===== src/rtl/pc_sequencer_pkg.sv =====
// pc_sequencer_pkg
//   Shared definitions for the program-counter sequencer and the fetch stage:
//   the sequencer state encoding, the default code-memory word-address width,
//   and helpers that derive the word count and the byte-range limit from it.
//   All limits are 33 bits wide so that a 2^32-byte code space still compares
//   correctly.

package pc_sequencer_pkg;

  typedef enum logic [1:0] {
    ST_BOOT  = 2'd0,
    ST_RUN   = 2'd1,
    ST_FAULT = 2'd2
  } pc_state_e;

  localparam int CODE_ADDR_WIDTH_DEF = 10;

  function automatic logic [32:0] code_words(input int unsigned aw);
    return 33'd1 << aw;
  endfunction

  // First illegal byte address: 4 * code_words.
  function automatic logic [32:0] code_bytes(input int unsigned aw);
    return code_words(aw) << 2;
  endfunction

  // A target is legal when it is word-aligned and inside [0, lim).
  function automatic logic addr_legal(input logic [31:0] addr, input logic [32:0] lim);
    return (addr[1:0] == 2'b00) && ({1'b0, addr} < lim);
  endfunction

endpackage


===== src/rtl/pc_sequencer_perf_counters.sv =====
// pc_seq_perf_counters
//   Two free-running 32-bit event counters for the PC sequencer.
//   Both wrap mod 2^32 and clear on synchronous reset.
// Ports:
//   clk_i           clock
//   rst_i           synchronous active-high reset
//   fetch_i         count one fetch this cycle
//   bubble_i        count one bubble this cycle
//   fetch_count_o   number of fetch cycles since reset
//   bubble_count_o  number of bubble cycles since reset

module pc_seq_perf_counters (
  input  logic        clk_i,
  input  logic        rst_i,
  input  logic        fetch_i,
  input  logic        bubble_i,
  output logic [31:0] fetch_count_o,
  output logic [31:0] bubble_count_o
);

  logic [31:0] fetch_cnt_q;
  logic [31:0] bubble_cnt_q;

  always_ff @(posedge clk_i) begin
    if (rst_i) begin
      fetch_cnt_q  <= 32'd0;
      bubble_cnt_q <= 32'd0;
    end else begin
      if (fetch_i)  fetch_cnt_q  <= fetch_cnt_q + 32'd1;
      if (bubble_i) bubble_cnt_q <= bubble_cnt_q + 32'd1;
    end
  end

  assign fetch_count_o  = fetch_cnt_q;
  assign bubble_count_o = bubble_cnt_q;

endmodule


===== src/rtl/pc_sequencer.sv =====
// pc_sequencer
//   Program-counter stage in front of instruction fetch. Presents a word-aligned
//   pc and do_fetch; fetch registers inst one cycle later. This block tracks the
//   pc of that registered inst and whether it is live, and handles stall, branch
//   redirect (one bubble) and a sticky fault on a bad address.
//   Optional perf counters are built only when PC_SEQ_PERF_EN is defined;
//   otherwise fetch_count/bubble_count are tied to zero.
// Ports:
//   clk, rst                   clock, synchronous active-high reset
//   stall                      hold front end, no new fetch
//   redirect_valid/_target     taken branch/exception and its byte address
//   pc, do_fetch               address and enable towards fetch
//   inst_valid, inst_pc        liveness and address of fetch's inst register
//   inst_pc_plus8              inst_pc + 8 (ARM-visible PC)
//   fault                      sticky bad-address indication
//   fetch_count, bubble_count  perf counters
//
// state    | meaning
// ---------+-----------------------------------------------------------
// ST_BOOT  | one idle cycle after reset; redirect still accepted
// ST_RUN   | fetching; redirect > stall > advance
// ST_FAULT | stopped on bad address; left only by rst

module pc_sequencer
  import pc_sequencer_pkg::*;
#(
  parameter logic [31:0] RESET_VECTOR    = 32'h0000_0000,
  parameter int          CODE_ADDR_WIDTH = CODE_ADDR_WIDTH_DEF
) (
  input  logic        clk,
  input  logic        rst,
  input  logic        stall,
  input  logic        redirect_valid,
  input  logic [31:0] redirect_target,
  output logic [31:0] pc,
  output logic        do_fetch,
  output logic        inst_valid,
  output logic [31:0] inst_pc,
  output logic [31:0] inst_pc_plus8,
  output logic        fault,
  output logic [31:0] fetch_count,
  output logic [31:0] bubble_count
);

  localparam logic [32:0] CODE_BYTES = code_bytes(CODE_ADDR_WIDTH);

  pc_state_e   state_q, state_d;
  logic [31:0] pc_q, pc_d;
  logic [31:0] inst_pc_q, inst_pc_d;
  logic        inst_valid_q, inst_valid_d;
  logic        fault_q, fault_d;
  logic        do_fetch_c;
  logic        target_ok;
  logic [32:0] pc_plus4;

  assign target_ok = addr_legal(redirect_target, CODE_BYTES);
  // One extra bit so stepping off the top of a 2^32 space is still caught.
  assign pc_plus4  = {1'b0, pc_q} + 33'd4;

  always_ff @(posedge clk) begin
    if (rst) begin
      state_q      <= ST_BOOT;
      pc_q         <= RESET_VECTOR;
      inst_pc_q    <= RESET_VECTOR;
      inst_valid_q <= 1'b0;
      fault_q      <= 1'b0;
    end else begin
      state_q      <= state_d;
      pc_q         <= pc_d;
      inst_pc_q    <= inst_pc_d;
      inst_valid_q <= inst_valid_d;
      fault_q      <= fault_d;
    end
  end

  always_comb begin
    state_d      = state_q;
    pc_d         = pc_q;
    inst_pc_d    = inst_pc_q;
    inst_valid_d = inst_valid_q;
    fault_d      = fault_q;
    do_fetch_c   = 1'b0;

    case (state_q)
      ST_BOOT: begin
        state_d = ST_RUN;
        if (redirect_valid) begin
          if (target_ok) begin
            pc_d = redirect_target;
          end else begin
            state_d = ST_FAULT;
            fault_d = 1'b1;
          end
        end
      end

      ST_RUN: begin
        do_fetch_c = !stall && !redirect_valid;
        if (redirect_valid) begin
          // Squash the wrong-path slot regardless of target legality.
          inst_valid_d = 1'b0;
          if (target_ok) begin
            pc_d = redirect_target;
          end else begin
            state_d = ST_FAULT;
            fault_d = 1'b1;
          end
        end else if (!stall) begin
          inst_pc_d    = pc_q;
          inst_valid_d = 1'b1;
          // The last word is still fetched and delivered; only the step
          // beyond it faults, with pc left on the last word.
          if (pc_plus4 >= CODE_BYTES) begin
            state_d = ST_FAULT;
            fault_d = 1'b1;
          end else begin
            pc_d = pc_plus4[31:0];
          end
        end
      end

      ST_FAULT: begin
        inst_valid_d = 1'b0;
      end

      default: begin
        state_d = ST_BOOT;
      end
    endcase
  end

  assign pc            = pc_q;
  assign do_fetch      = do_fetch_c;
  assign inst_valid    = inst_valid_q;
  assign inst_pc       = inst_pc_q;
  assign inst_pc_plus8 = inst_pc_q + 32'd8;
  assign fault         = fault_q;

`ifdef PC_SEQ_PERF_EN
  logic bubble_c;
  assign bubble_c = (state_q == ST_RUN) && (!inst_valid_q || stall);

  pc_seq_perf_counters u_perf (
    .clk_i          (clk),
    .rst_i          (rst),
    .fetch_i        (do_fetch_c),
    .bubble_i       (bubble_c),
    .fetch_count_o  (fetch_count),
    .bubble_count_o (bubble_count)
  );
`else
  assign fetch_count  = 32'd0;
  assign bubble_count = 32'd0;
`endif

endmodule


===== config.mk =====
export PLATFORM = sky130hd
export DESIGN_NAME = pc_sequencer
export DESIGN_NICKNAME = d
export VERILOG_FILES = /design/src/rtl/pc_sequencer_pkg.sv /design/src/rtl/pc_sequencer_perf_counters.sv /design/src/rtl/pc_sequencer.sv
export SDC_FILE = /design/constraint.sdc
export NUM_CORES = 1
export LEC_CHECK = 0
export CORE_ASPECT_RATIO = 2
export CORE_UTILIZATION = 42
export CTS_CLUSTER_DIAMETER = 40
export DETAILED_ROUTE_END_ITERATION = 8
export HOLD_SLACK_MARGIN = 0.02
export PLACE_DENSITY = 0.81
export SYNTH_ARGS = -nofsm -noshare
export SYNTH_HDL_FRONTEND = slang
export SYNTH_SLANG_ARGS = --single-unit

===== constraint.sdc =====
create_clock -name clk -period 3.1 [get_ports clk]
set_input_delay 0.465 -clock clk [delete_from_list [all_inputs] [get_ports clk]]
set_output_delay 0.465 -clock clk [all_outputs]
set_load 0.05 [all_outputs]

# Yosys cells after proc, flatten, opt, wreduce, memory -nomap -nowiden
# Cells that the tools add are included.
# totals
register_bits	68
inputBits	36
output_inout_bits	163
wordCells	55
# op_classes
add_sub_neg	2
order_cmp	2
n_eq_ne	7
n_mux	23
bitwise	3
reduce_logical	13
# ops
op	n
$mux 32	5
$pmux 32 s2	1
$add 32x3->33 const B	1
$ge 33x13->1 const B	1
$add 32x4->32 const B	1
$lt 32x13->1 const B	1
$mux 2	6
$ne 3x3->1 const B	4
$reduce_and 4->1	3
$mux 1	8
$pmux 2 s3	1
$logic_not 2->1	2
$pmux 1 s2	2
$reduce_bool 2->1	2
$not 1->1	3
$reduce_and 3->1	1
$eq 2x1->1 const B	1
$eq 2x2->1 const B	1
$logic_and 1x1->1	2
$logic_not 1->1	2
$ne 2x2->1 const B	1
$reduce_and 2->1	1

# Longest topological paths before layout
# depth
depth_word	6
ltp_mapped	11
depth_no_buf	9

# Worst setup path before layout
# No wires, ideal clock.
# synth_path
kind	register to output
from	reg inst_pc_q[5] (netlist: inst_pc[5])
to	out inst_pc_plus8[30]
t_arrival_ns	2.818
required_time_ns	2.635
path_slack_ns	-0.183
stages_incl_launch_ff	9
n_path_buf	0
cell_sequence	dfxtp_1 > and4_1 > and3_1 > and3_1 > and2_1 > inv_1 > nor2_1 > nand3_1 > xnor2_1
# synth_between
elab_chain_cells	1
# synth_lines
item	line	text
start: declaration	pc_sequencer.sv:49	logic [31:0] inst_pc_q, inst_pc_d;
start signal: assignment	pc_sequencer.sv:70	inst_pc_q <= inst_pc_d;
$add 32x4->32	pc_sequencer.sv:136	assign inst_pc_plus8 = inst_pc_q + 32'd8;
end: declaration	pc_sequencer.sv:39	output logic [31:0] inst_pc_plus8,
# No other way between the ends.

# Worst setup path after layout
# layout_path
from	reg inst_pc_q[8] (netlist: inst_pc[8])
to	out inst_pc_plus8[18]
# The elaborated chain is that of the path after synthesis.

==> flow_summary.yaml <==
power:
  ir_worst_vdd_mv: 0.306
  p_leak_nw: 2.39
  power_w: 0.00217
  power.density_mw_per_mm2: 352
synthesis:
  synth_area_mm2: 0.00431
  yosysTopAreaCell: "dfxtp_1"
  synth_cell_types: 55
  synth_edf_count: 0
  synthTopCellsByCount: "88 x nand2_1, 71 x buf_4, 68 x dfxtp_1, 42 x a21oi_1, 30 x nor2_1"
  postSynthAreaPerCell_um2: 7.73
  dominantRegCellSynth: "dfxtp_1"
  async_reset_ff_frac: 0
  syn-instance-count: 558
  ys_seq_area_frac: 0.316
  synth.top_cell.area_share: 0.316
  yosysMostFrequentCell: "nand2_1"
  ys_ff_latch: 68
  yosys_warnings: 0
  yosys-top-cells-area: "dfxtp_1 32%, buf_4 12%, nand2_1 7.7%"
global_routing:
  track_usage: 0.267
  grt_max_degree: 48
  grt_pass1_wl_um: 22000
  grt_pass1_vias: 4277
  grt_overflow: 0
  antenna_found_initial: 0
clock_tree:
  cts_hold_buffers: 0
  insertion_delay_ns: 0.33
  numCtsBuffers: 9
  cts-htree-levels: 3
  cts_buffer_depth: 2
  path_clk_slew_ns: 0.05
  cts_tree: "built"
  clock_sinks: 68
  clockRootBuffer: "clkbuf_16"
die:
  rows: 52
  core_area_mm2: 0.0100
  dieArea_mm2: 0.0107
  die_x_um: 73.7
  die_h_um: 145
  io_pins: 199
  initial_core_util: 0.431
setup_path:
  cp.arrival_ns: 2.45
  regToRegSetupSlack_ns: 0.24
  cp.required_ns: 2.63
  endpoint_kind: "primary output"
  start_kind: "flip-flop"
  path_class: "reg2out"
  cp_max_fo: 4
cells_and_area:
  final_cell_area_mm2: 0.00618
  diodes: 0
  drive_gt1_frac: 0.141
  fill_cells: 929
  post-route-util: 0.617
  area_growth_pct: 43.3
  nets: 754
  regArea_mm2: 0.00137
  multi_input_area_mm2: 0.00257
status:
  outcome: "completed"
drt:
  vias: 4409
  wl_um: 13600
  via_per_inst: 5.15
  drt-initial-drc-count: 233
  wl_per_cell_um: 15.9
  drcViolationCount: 0
  first_pass_iters: 5
  ant_nets: 0
place:
  place_area_mm2: 0.00585
  port_buffers: 134
  dpl.hpwl_um: 10600
  routabilityCongestion: 0.880
flow_run:
  maxCapViolCount: 0
sta:
  hold_violations: 0
  setup_viol: 0
  period_needed_ns: 2.91
  period_share: 0.939
  slew_viol_final: 0
  skew_ns: 0.00542
  maxSlewHeadroom: 0.412
  clock.fmax_mhz: 344
  tightest_slew_ns: 0.882
  finalSetupTns_ns: 0
  rsz0062_at_grt: "false"
  worst_hold_slack_ns: 0.472
min_path:
  hp-class: "reg2reg"
-- power by group --
group	internal, W	switching [W]
clock network	0.000643	0.000364
logic	0.0000590	0.000225
registers	0.000879	0.00000555
-- path summary, 6_finish.rpt --
kind	start	to	depth (start not counted)
worst max register to register	pc[19]	pc[4]	10
worst min register to register	inst_pc[2]	inst_pc[2]	2
worst max-delay path	inst_pc[8]	inst_pc_plus8[18]	6
worst min-delay path	inst_pc[2]	inst_pc[2]	2
-- routing by layer --
| metal | global-route usage | share of wire | up-vias |
|---|---|---|---|
| met5 | 0 | 0 | - |
| met4 | 0.115 | 0.033 | 0 |
| met3 | 0.0388 | 0.048 | 23 |
| met2 | 0.489 | 0.55 | 181 |
| met1 | 0.294 | 0.37 | 2071 |
| li1 | - | - | 2134 |
-- cell usage in the layout (no fill, tap or decap), types with 4 or more instances in the layout --
| master | count |
|---|---|
| buf_4 | 52 |
| dfxtp_2 | 4 |
| nand3_1 | 20 |
| buf_12 | 8 |
| nor3_1 | 15 |
| nor2_1 | 28 |
| xor2_1 | 9 |
| and2_1 | 14 |
| inv_1 | 11 |
| o21ai_0 | 12 |
| and3_2 | 4 |
| a21oi_1 | 42 |
| nand2b_1 | 5 |
| dfxtp_1 | 64 |
| or4_1 | 5 |
| and4_1 | 6 |
| a31oi_1 | 5 |
| nor4_1 | 11 |
| xnor2_1 | 22 |
| nand4_1 | 13 |
| clkdlybuf4s50_1 | 117 |
| nor3b_1 | 11 |
| nand2_1 | 88 |
| clkbuf_16 | 9 |
| xnor2_2 | 5 |
| conb_1 | 64 |
| a211oi_1 | 8 |
| and3_1 | 11 |
-- cell type report --
cell class	count	share of cell area
Clock buffer	12	0.0399
Timing Repair Buffer	179	0.281
Multi-Input combinational cell	446	0.415
Clock inverter	4	0.00789
Inverter	12	0.00729
Sequential cell	68	0.221
Tap cell	135	0.0273
-- per-stage QoR --
stage	setup WS [ns]	instances
2_1_floorplan	0.00167	621
3_3_place_gp	0.184	839
3_5_place_dp	0.0846	839
4_1_cts	0.0145	855
5_1_grt	0.00212	856
6_report	0.189	856
-- timing repair --
| item | 4_1_cts | 5_1_grt |
|---|---|---|
| gates cloned | 0 | 0 |
| gates resized for setup | 2 | 10 |
| pin swaps | 0 | 3 |
| hold endpoints to repair | 0 | 0 |
| setup buffers | 0 | 1 |
| setup endpoints to repair | 5 | 24 |
-- sequential cells by signal (all words and copies together) (netlist names) --
signal      count
fault           1
inst_pc        32
inst_valid      1
pc             32
state_q         2
-- worst max-delay path: stages, from the launching register on --
cell and delay, ns:
dfxtp_1 0.39, and4_4 0.26, and3_2 0.23, and3_2 0.22, nand2_1 0.07, xnor2_1 0.13, clkdlybuf4s50_1 0.82
-- logic make-up after synthesis --
kind of cell | share of synthesized area
flops | 0.316
compound gates | 0.144
xor+xnor | 0.0731
simple gates | 0.300
buf+inv | 0.158
mux | 0.00232
fa+ha+maj | 0.00580
other cells | 0.000869
No activity file was read; power rests on OpenSTA's default activity.
